==> config.mk <==
export PLATFORM = sky130hd
export DESIGN_NAME = ulpi_reg_ctrl
export DESIGN_NICKNAME = d
export VERILOG_FILES = /design/src/rtl/ulpi_reg_ctrl_pkg.sv /design/src/rtl/ulpi_timeout_cnt.sv /design/src/rtl/ulpi_reg_ctrl.sv
export SDC_FILE = /design/constraint.sdc
export NUM_CORES = 1
export LEC_CHECK = 0
export ABC_CLOCK_PERIOD_IN_PS = 2300
export CAP_MARGIN = 15
export CELL_PAD_IN_SITES_DETAIL_PLACEMENT = 0
export CELL_PAD_IN_SITES_GLOBAL_PLACEMENT = 1
export CORE_UTILIZATION = 38
export DETAILED_ROUTE_END_ITERATION = 6
export PLACE_DENSITY = 0.8
export SLEW_MARGIN = 20
export SYNTH_ARGS = -nofsm -noshare
export SYNTH_HDL_FRONTEND = slang
export SYNTH_SLANG_ARGS = --single-unit
==> constraint.sdc <==
create_clock -name clk -period 2.3 [get_ports clk]
set_input_delay 0.345 -clock clk [delete_from_list [all_inputs] [get_ports clk]]
set_output_delay 0.345 -clock clk [all_outputs]
set_load 0.05 [all_outputs]
==> src/rtl/ulpi_reg_ctrl_pkg.sv <==
// Shared types and constants for the ULPI register access controller.
// Holds the controller state encoding and the register TX CMD prefixes.
package ulpi_reg_ctrl_pkg;

    typedef enum logic [3:0] {
        ST_IDLE,
        ST_TXCMD,
        ST_WDATA,
        ST_STP,
        ST_RD_TURN,
        ST_RD_DATA,
        ST_RD_END,
        ST_WAIT_BUS,
        ST_ERR_STP,
        ST_DONE
    } state_t;

    localparam logic [1:0] TXCMD_REGW = 2'b10;
    localparam logic [1:0] TXCMD_REGR = 2'b11;

    function automatic logic [7:0] reg_txcmd(input logic write, input logic [5:0] addr);
        return {(write ? TXCMD_REGW : TXCMD_REGR), addr};
    endfunction

endpackage

==> src/rtl/ulpi_timeout_cnt.sv <==
// Wait-state timeout counter: clears on request, counts while enabled and
// flags expiry on the cycle whose increment would reach TIMEOUT_CYCLES.
module ulpi_timeout_cnt #(
    parameter int TIMEOUT_CYCLES = 255,
    parameter int CNT_W          = 8
) (
    input  logic clk,
    input  logic nrst,
    input  logic clr,
    input  logic en,
    output logic expired
);

    localparam logic [CNT_W-1:0] LAST = CNT_W'(TIMEOUT_CYCLES - 1);

    logic [CNT_W-1:0] cnt_q;

    always_ff @(posedge clk or negedge nrst) begin
        if (!nrst) begin
            cnt_q <= '0;
        end else if (clr) begin
            cnt_q <= '0;
        end else if (en) begin
            cnt_q <= cnt_q + CNT_W'(1);
        end
    end

    assign expired = en & (cnt_q == LAST);

endmodule

==> src/rtl/ulpi_reg_ctrl.sv <==
// ULPI PHY register read/write sequencer with bus-takeover retry, NXT/DIR
// timeout and forwarding of RX CMD bytes received while the bus is idle.
module ulpi_reg_ctrl
    import ulpi_reg_ctrl_pkg::*;
#(
    parameter int TIMEOUT_CYCLES = 255,
    parameter int CNT_W          = 8
) (
    input  logic       clk,
    input  logic       nrst,
    input  logic       req_valid,
    output logic       req_ready,
    input  logic       req_write,
    input  logic [5:0] req_addr,
    input  logic [7:0] req_wdata,
    output logic       rsp_valid,
    output logic       rsp_err,
    output logic [7:0] rsp_rdata,
    output logic       rx_cmd_valid,
    output logic [7:0] rx_cmd,
    input  logic [7:0] ulpi_data_in,
    output logic [7:0] ulpi_data_out,
    output logic       ulpi_data_oe,
    input  logic       ulpi_dir,
    input  logic       ulpi_nxt,
    output logic       ulpi_stp,
    output logic       busy
);

    state_t     state_q, state_d;
    logic       wr_q;
    logic [5:0] addr_q;
    logic [7:0] wdata_q;
    logic       err_q, err_set;
    logic [7:0] rdata_q;
    logic       dir_q;
    logic [7:0] rx_cmd_q;
    logic       rx_cmd_valid_q;
    logic       accept, link_oe, cnt_en, expired, rx_hit;

    assign req_ready = (state_q == ST_IDLE) & ~ulpi_dir;
    assign accept    = req_valid & req_ready;
    assign cnt_en    = (state_q == ST_TXCMD) | (state_q == ST_WDATA) |
                       (state_q == ST_RD_TURN) | (state_q == ST_RD_END);

    ulpi_timeout_cnt #(
        .TIMEOUT_CYCLES(TIMEOUT_CYCLES),
        .CNT_W         (CNT_W)
    ) u_timeout (
        .clk    (clk),
        .nrst   (nrst),
        .clr    (state_d != state_q),
        .en     (cnt_en),
        .expired(expired)
    );

    // A DIR rise while the link is driving means the PHY took the bus: abort.
    always_comb begin
        state_d = state_q;
        err_set = 1'b0;
        unique case (state_q)
            ST_IDLE:     if (accept) state_d = ST_TXCMD;
            ST_TXCMD: begin
                if (ulpi_dir)      state_d = ST_WAIT_BUS;
                else if (ulpi_nxt) state_d = wr_q ? ST_WDATA : ST_RD_TURN;
                else if (expired) begin
                    state_d = ST_ERR_STP;
                    err_set = 1'b1;
                end
            end
            ST_WDATA: begin
                if (ulpi_dir)      state_d = ST_WAIT_BUS;
                else if (ulpi_nxt) state_d = ST_STP;
                else if (expired) begin
                    state_d = ST_ERR_STP;
                    err_set = 1'b1;
                end
            end
            ST_STP:      state_d = ST_DONE;
            ST_RD_TURN: begin
                if (ulpi_dir) state_d = ST_RD_DATA;
                else if (expired) begin
                    state_d = ST_DONE;
                    err_set = 1'b1;
                end
            end
            ST_RD_DATA:  state_d = ST_RD_END;
            ST_RD_END: begin
                if (!ulpi_dir) state_d = ST_DONE;
                else if (expired) begin
                    state_d = ST_DONE;
                    err_set = 1'b1;
                end
            end
            ST_WAIT_BUS: if (!ulpi_dir) state_d = ST_TXCMD;
            ST_ERR_STP:  state_d = ST_DONE;
            ST_DONE:     state_d = ST_IDLE;
            default:     state_d = ST_IDLE;
        endcase
    end

    always_comb begin
        link_oe       = 1'b0;
        ulpi_data_out = 8'h00;
        ulpi_stp      = 1'b0;
        unique case (state_q)
            ST_TXCMD: begin
                link_oe       = 1'b1;
                ulpi_data_out = reg_txcmd(wr_q, addr_q);
            end
            ST_WDATA: begin
                link_oe       = 1'b1;
                ulpi_data_out = wdata_q;
            end
            ST_STP, ST_ERR_STP: begin
                link_oe  = 1'b1;
                ulpi_stp = 1'b1;
            end
            default: ;
        endcase
    end

    assign ulpi_data_oe = link_oe & ~ulpi_dir;
    assign rsp_valid    = (state_q == ST_DONE);
    assign rsp_err      = rsp_valid & err_q;
    assign rsp_rdata    = rdata_q;
    assign rx_cmd_valid = rx_cmd_valid_q;
    assign rx_cmd       = rx_cmd_q;
    assign busy         = (state_q != ST_IDLE);

    // RX CMDs arrive after the DIR turnaround cycle and carry NXT low.
    assign rx_hit = ((state_q == ST_IDLE) | (state_q == ST_WAIT_BUS)) &
                    ulpi_dir & dir_q & ~ulpi_nxt;

    always_ff @(posedge clk or negedge nrst) begin
        if (!nrst) begin
            state_q        <= ST_IDLE;
            wr_q           <= 1'b0;
            addr_q         <= '0;
            wdata_q        <= '0;
            err_q          <= 1'b0;
            rdata_q        <= '0;
            dir_q          <= 1'b0;
            rx_cmd_q       <= '0;
            rx_cmd_valid_q <= 1'b0;
        end else begin
            state_q        <= state_d;
            dir_q          <= ulpi_dir;
            rx_cmd_valid_q <= rx_hit;
            if (rx_hit) rx_cmd_q <= ulpi_data_in;
            if (accept) begin
                wr_q    <= req_write;
                addr_q  <= req_addr;
                wdata_q <= req_wdata;
                err_q   <= 1'b0;
            end else if (err_set) begin
                err_q <= 1'b1;
            end
            if (state_q == ST_RD_DATA) rdata_q <= ulpi_data_in;
        end
    end

endmodule

# Word-level counts from Yosys, hierarchy flattened
# Cells that the tools add are included.
dict set report word_totals {
  ff_bits 46
  latchBits 0
  ramBits 0
  mem_bits_ro 0
  elab_cells 69
  memories 0
}
dict set report op_classes {
  n_addsub 1
  mul 0
  div 0
  n_lt_le_gt_ge 0
  eq_ne 11
  n_shift 0
  muxes 26
  n_bitwise 14
  reduce_logical 7
}
# op count
set op_table {}
lappend op_table {{$mux W4} 10}
lappend op_table {{$pmux W4 S8} 1}
lappend op_table {{$eq A4 B3 Y1 const B} 4}
lappend op_table {{$mux W8} 2}
lappend op_table {{$pmux W8 S2} 1}
lappend op_table {{$mux W1} 10}
lappend op_table {{$add A8 B1 Y8 const B} 1}
lappend op_table {{$and A1 B1 Y1} 8}
lappend op_table {{$eq A4 B2 Y1 const B} 2}
lappend op_table {{$eq A4 B4 Y1 const B} 2}
lappend op_table {{$eq A8 B8 Y1 const B} 1}
lappend op_table {{$eq A4 B1 Y1 const B} 1}
lappend op_table {{$logic_not A4 Y1} 1}
lappend op_table {{$ne A4 B4 Y1} 1}
lappend op_table {{$or A1 B1 Y1} 4}
lappend op_table {{$reduce_bool A2 Y1} 2}
lappend op_table {{$reduce_bool A4 Y1} 1}
lappend op_table {{$reduce_or A2 Y1} 2}
lappend op_table {{$reduce_or A4 Y1} 1}
lappend op_table {{$mux W3} 1}
lappend op_table {{$pmux W1 S3} 1}
lappend op_table {{$not A1 Y1} 2}

# Longest topological paths before layout
dict set report logic_depth {
  word_depth 11
  mapped_depth 8
  ltp_nobuf 7
}

# Cells and area by module
# A second synthesis with hierarchy kept.
dict set report hier_totals {
  cells_unflattened 203
  area_unflattened_um2 2334.7
}
# mod instances cells_per_inst area_each_um2 seq_area_each_um2
set by_module_without_submodules {}
lappend by_module_without_submodules {ulpi_reg_ctrl 1 162 1923.1 950.9}
lappend by_module_without_submodules {ulpi_timeout_cnt 1 41 411.6 200.2}

# Least setup slack after synthesis
# OpenSTA, ideal clock, no wires.
dict set report synth_timing {
  kind {reg-to-output}
  start {register state_q[0]}
  end {output port rsp_err}
  arrival_time_ns 2.035
  required_ns 1.955
  path_slack_ns -0.080
  stages_incl_launch_ff 6
  n_path_buf 2
  cell_sequence {dfrtp_1 > buf_2 > nor2b_1 > clkbuf_1 > and3_1 > and2_1}
}
dict set report synth_via {
  elab_chain_len 2
}
# item line
set synth_lines {}
lappend synth_lines {{start, declared} ulpi_reg_ctrl.sv:30} ;# state_t state_q, state_d;
lappend synth_lines {{start signal, assigned} ulpi_reg_ctrl.sv:147} ;# state_q <= state_d;
lappend synth_lines {{$eq A4 B4 Y1} ulpi_reg_ctrl.sv:124} ;# assign rsp_valid = (state_q == ST_DONE);
lappend synth_lines {{via rsp_valid} ulpi_reg_ctrl.sv:16} ;# output logic rsp_valid,
lappend synth_lines {{$and A1 B1 Y1} ulpi_reg_ctrl.sv:125} ;# assign rsp_err = rsp_valid & err_q;
lappend synth_lines {{end, declared} ulpi_reg_ctrl.sv:17} ;# output logic rsp_err,
# The timed path passes the listed nets, and every way through them passes these cells.

# Worst setup path in the final report
dict set report layout_timing {
  start {register state_q[3]}
  end {output port ulpi_data_out[6]}
}
dict set report layout_via {
  elab_chain_len 2
  elab_cells_between_ends 3
}
# item line
set layout_lines {}
lappend layout_lines {{$eq A4 B2 Y1 or $eq A4 B1 Y1 (tied branches)} ulpi_reg_ctrl.sv:106} ;# unique case (state_q)
lappend layout_lines {{$pmux W8 S2 *} ulpi_reg_ctrl.sv:106}
lappend layout_lines {{end, declared} ulpi_reg_ctrl.sv:22} ;# output logic [7:0] ulpi_data_out,
# Every way passes the cells marked *; elsewhere a longest branch is shown, timed or not.

==> flow_summary.ini <==
[logic_synthesis]
avgSynthCellArea_um2 = 9.77
ys.flop_type = dfrtp_1
yosysWarnings = 0
synth_nets = 290
async_flop_share_pct = 100
synth-seq-cells = 46
synth_area_mm2 = 0.00254
synth-edff-count = 0
syn-instance-count = 260
synthDistinctLibCells = 59
yosysSeqAreaShare_pct = 45.3

[critical_path]
start_kind = flip-flop
crit_required_ns = 1.96
crit_type = flip-flop to output pin
worstPathArrival_ns = 1.83
worst-r2r-setup-slack_ns = 0.16
end_kind = output pin
max_stage_delay_ns = 0.50
crit_fanout = 10
slowest_stage = dfrtp_1
cp_cell_sequence = buf_4 > or2_2 > nor2_1 > buf_12

[route]
vias_per_cell = 5.25
first_iter_violations = 157
ant_nets = 0
drc = 0
drt_wl_total_um = 5970
dr.pass1.iters = 4
wl_per_cell_um = 14.5
dr_total_vias = 2161

[sta]
final_hold_viol_count = 0
setup_violations = 0
drv_slew = 0
fin_crit_sh_pct = 94.6
fin_skew_ns = 0.00907
slew_headroom_pct = 61.1
fmax_ghz = 0.460
rsz0062_at_grt = no
fin_ws_ns = 0.124
min_period_ns = 2.18
tightest_slew_ns = 0.583

[pwr]
powerDensity_mw_per_mm2 = 1540
ir_worst_vdd_uv = 952
finalPower_mw = 5.51
power_leakage_nw = 1.55

[die]
die_h_um = 83.8
initial_core_util_pct = 39.8
die-area_mm2 = 0.00701
die_width_um = 83.8
top_level_ports = 59
row_count = 29
coreArea_mm2 = 0.00639

[clock_network]
cts_root_buf = clkbuf_8
clk_pin_slew_ns = 0.09
cts_tree = yes
cts_inserted_buffers = 5
insertion_delay_ns = 0.30
cts_num_sinks = 46
ctsHoldBuffers = 0
htreeDepth = 2
clk_path_buf_depth = 2

[place]
dp_hpwl_um = 4350
place_congestion = 0.850
numPortBuffers = 58
dp_worst_setup_slack_ns = -0.0722

[grt]
grt_pass1_wl_um = 10400
grt_usage_pct = 18.3
grt_max_degree = 47
first_global_vias = 2134
grt_overflow = 0
grt_antenna_before_repair = 0

[status]
status = finished clean

[layout]
syn_to_final_growth_pct = 41.3
diodes = 0
drive_gt1_share_pct = 27.8
nets = 364
fillCellCount = 560

[run]
drv_cap = 0

[hold_path]
holdCritPathClass = input port to async pin
metrics by stage:
step	hold WS (ns)	TNS (ns)	util, %	std cells	area, µm²
2_1_floorplan	0.0494	0	-	260	2550
3_3_place_gp	0.460	-0.0182	54.3	404	3470
3_5_place_dp	0.465	-0.372	54.3	404	3470
4_1_cts	0.139	0	56.0	412	3580
5_1_grt	0.177	0	56.2	412	3590
6_report	0.117	0	56.2	412	3590
final cells by class:
type / instances / area [µm²] / area share, %
clock inverter: 3 / 43.8 / 1.22
inverter: 3 / 11.3 / 0.314
sequential: 46 / 1150 / 32.1
tap: 77 / 96.3 / 2.68
clock buffer: 5 / 68.8 / 1.92
multi-input combinational: 196 / 1320 / 36.8
timing repair buffer: 82 / 896 / 25.0
worst max-delay path: cells and delay by family (launching register included):
family / cells / cell delay [ns]
buffers and inverters: 2 / 0.40
flip-flops: 1 / 0.50
AND/OR/NAND/NOR: 2 / 0.63
worst paths after layout:
kind / from / cells after the start / endpoint
worst max-delay path: state_q[3] / 4 / ulpi_data_out[6]
worst min-delay path: nrst / 2 / rx_cmd[4]
worst max register to register: state_q[0] / 6 / u_timeout.cnt_q[6]
worst min register to register: rx_cmd[4] / 2 / rx_cmd[4]
max in group asynchronous: nrst / 2 / state_q[2]
min in group clk: rx_cmd[4] / 2 / rx_cmd[4]
routing by layer:
metal	up-vias	routed length (µm)	GRT usage (%)
li1	1055	-	-
met1	1051	2690	25.2
met2	51	2930	29.6
met3	4	315	4.06
met4	0	29	3.70
met5	-	0	0
what timing repair did:
| item | 4_1_cts | 5_1_grt |
|---|---|---|
| hold endpoints to repair | 0 | 0 |
| buffers inserted | 0 | 0 |
| resized for setup | 0 | 5 |
| endpoints found under the setup margin | 0 | 18 |
layout by cell type (no fill, tap or decap), types with 3 or more instances in the layout:
cell type and count:
nand2_1 42, clkbuf_8 5, nor2b_1 4, and3_1 3, o21ai_0 11, buf_12 14, nor2_1 24, nor2_2 3
mux2_2 23, xor2_1 3, a22oi_1 7, nand2b_1 5, a21oi_1 7, xnor2_1 5, clkdlybuf4s50_1 43, dfrtp_1 44
buf_4 24, nor3_1 10
logic make-up (layout without fill, tap and decap cells):
group / after synthesis / after routing / share of synthesized area, %
compound gates: 47 / 47 / 13.4
xor+xnor: 8 / 8 / 2.76
fa+ha+maj: 2 / 2 / 0.985
buf+inv: 18 / 93 / 3.40
flops: 46 / 46 / 45.3
mux: 24 / 24 / 10.8
simple gates: 115 / 115 / 23.4
sequential cells by signal, summed over array words and instances (netlist names):
signal / flops
wr_q: 1
u_timeout.cnt_q: 8
state_q: 4
rx_cmd_valid: 1
addr_q: 6
rx_cmd: 8
wdata_q: 8
err_q: 1
rsp_rdata: 8
dir_q: 1
synth_stat cells (2+ instances only):
library cell	count	area, µm²
a21oi_1	7	35.0
a221o_1	2	20.0
a22oi_1	7	52.6
and2_1	3	18.8
and3_1	3	18.8
buf_1	2	7.51
buf_2	6	30.0
clkbuf_1	5	18.8
dfrtp_1	46	1150
ha_1	2	25.0
inv_1	2	7.51
mux2_2	23	259
nand2_1	42	158
nand2b_1	5	31.3
nand3_1	2	10.0
nand4_1	2	12.5
nor2_1	26	97.6
nor2b_1	6	37.5
nor3_1	11	55.1
o21ai_0	11	55.1
o21ai_2	2	17.5
or3b_1	2	17.5
xnor2_1	5	43.8
xor2_1	3	26.3
power breakdown:
part / total (mW) / internal, mW / switching, mW
clock: 0.612 / 0.326 / 0.286
sequential: 1.42 / 1.14 / 0.279
combinational: 3.49 / 1.49 / 2.00
Power figures use the tool's default switching activity.
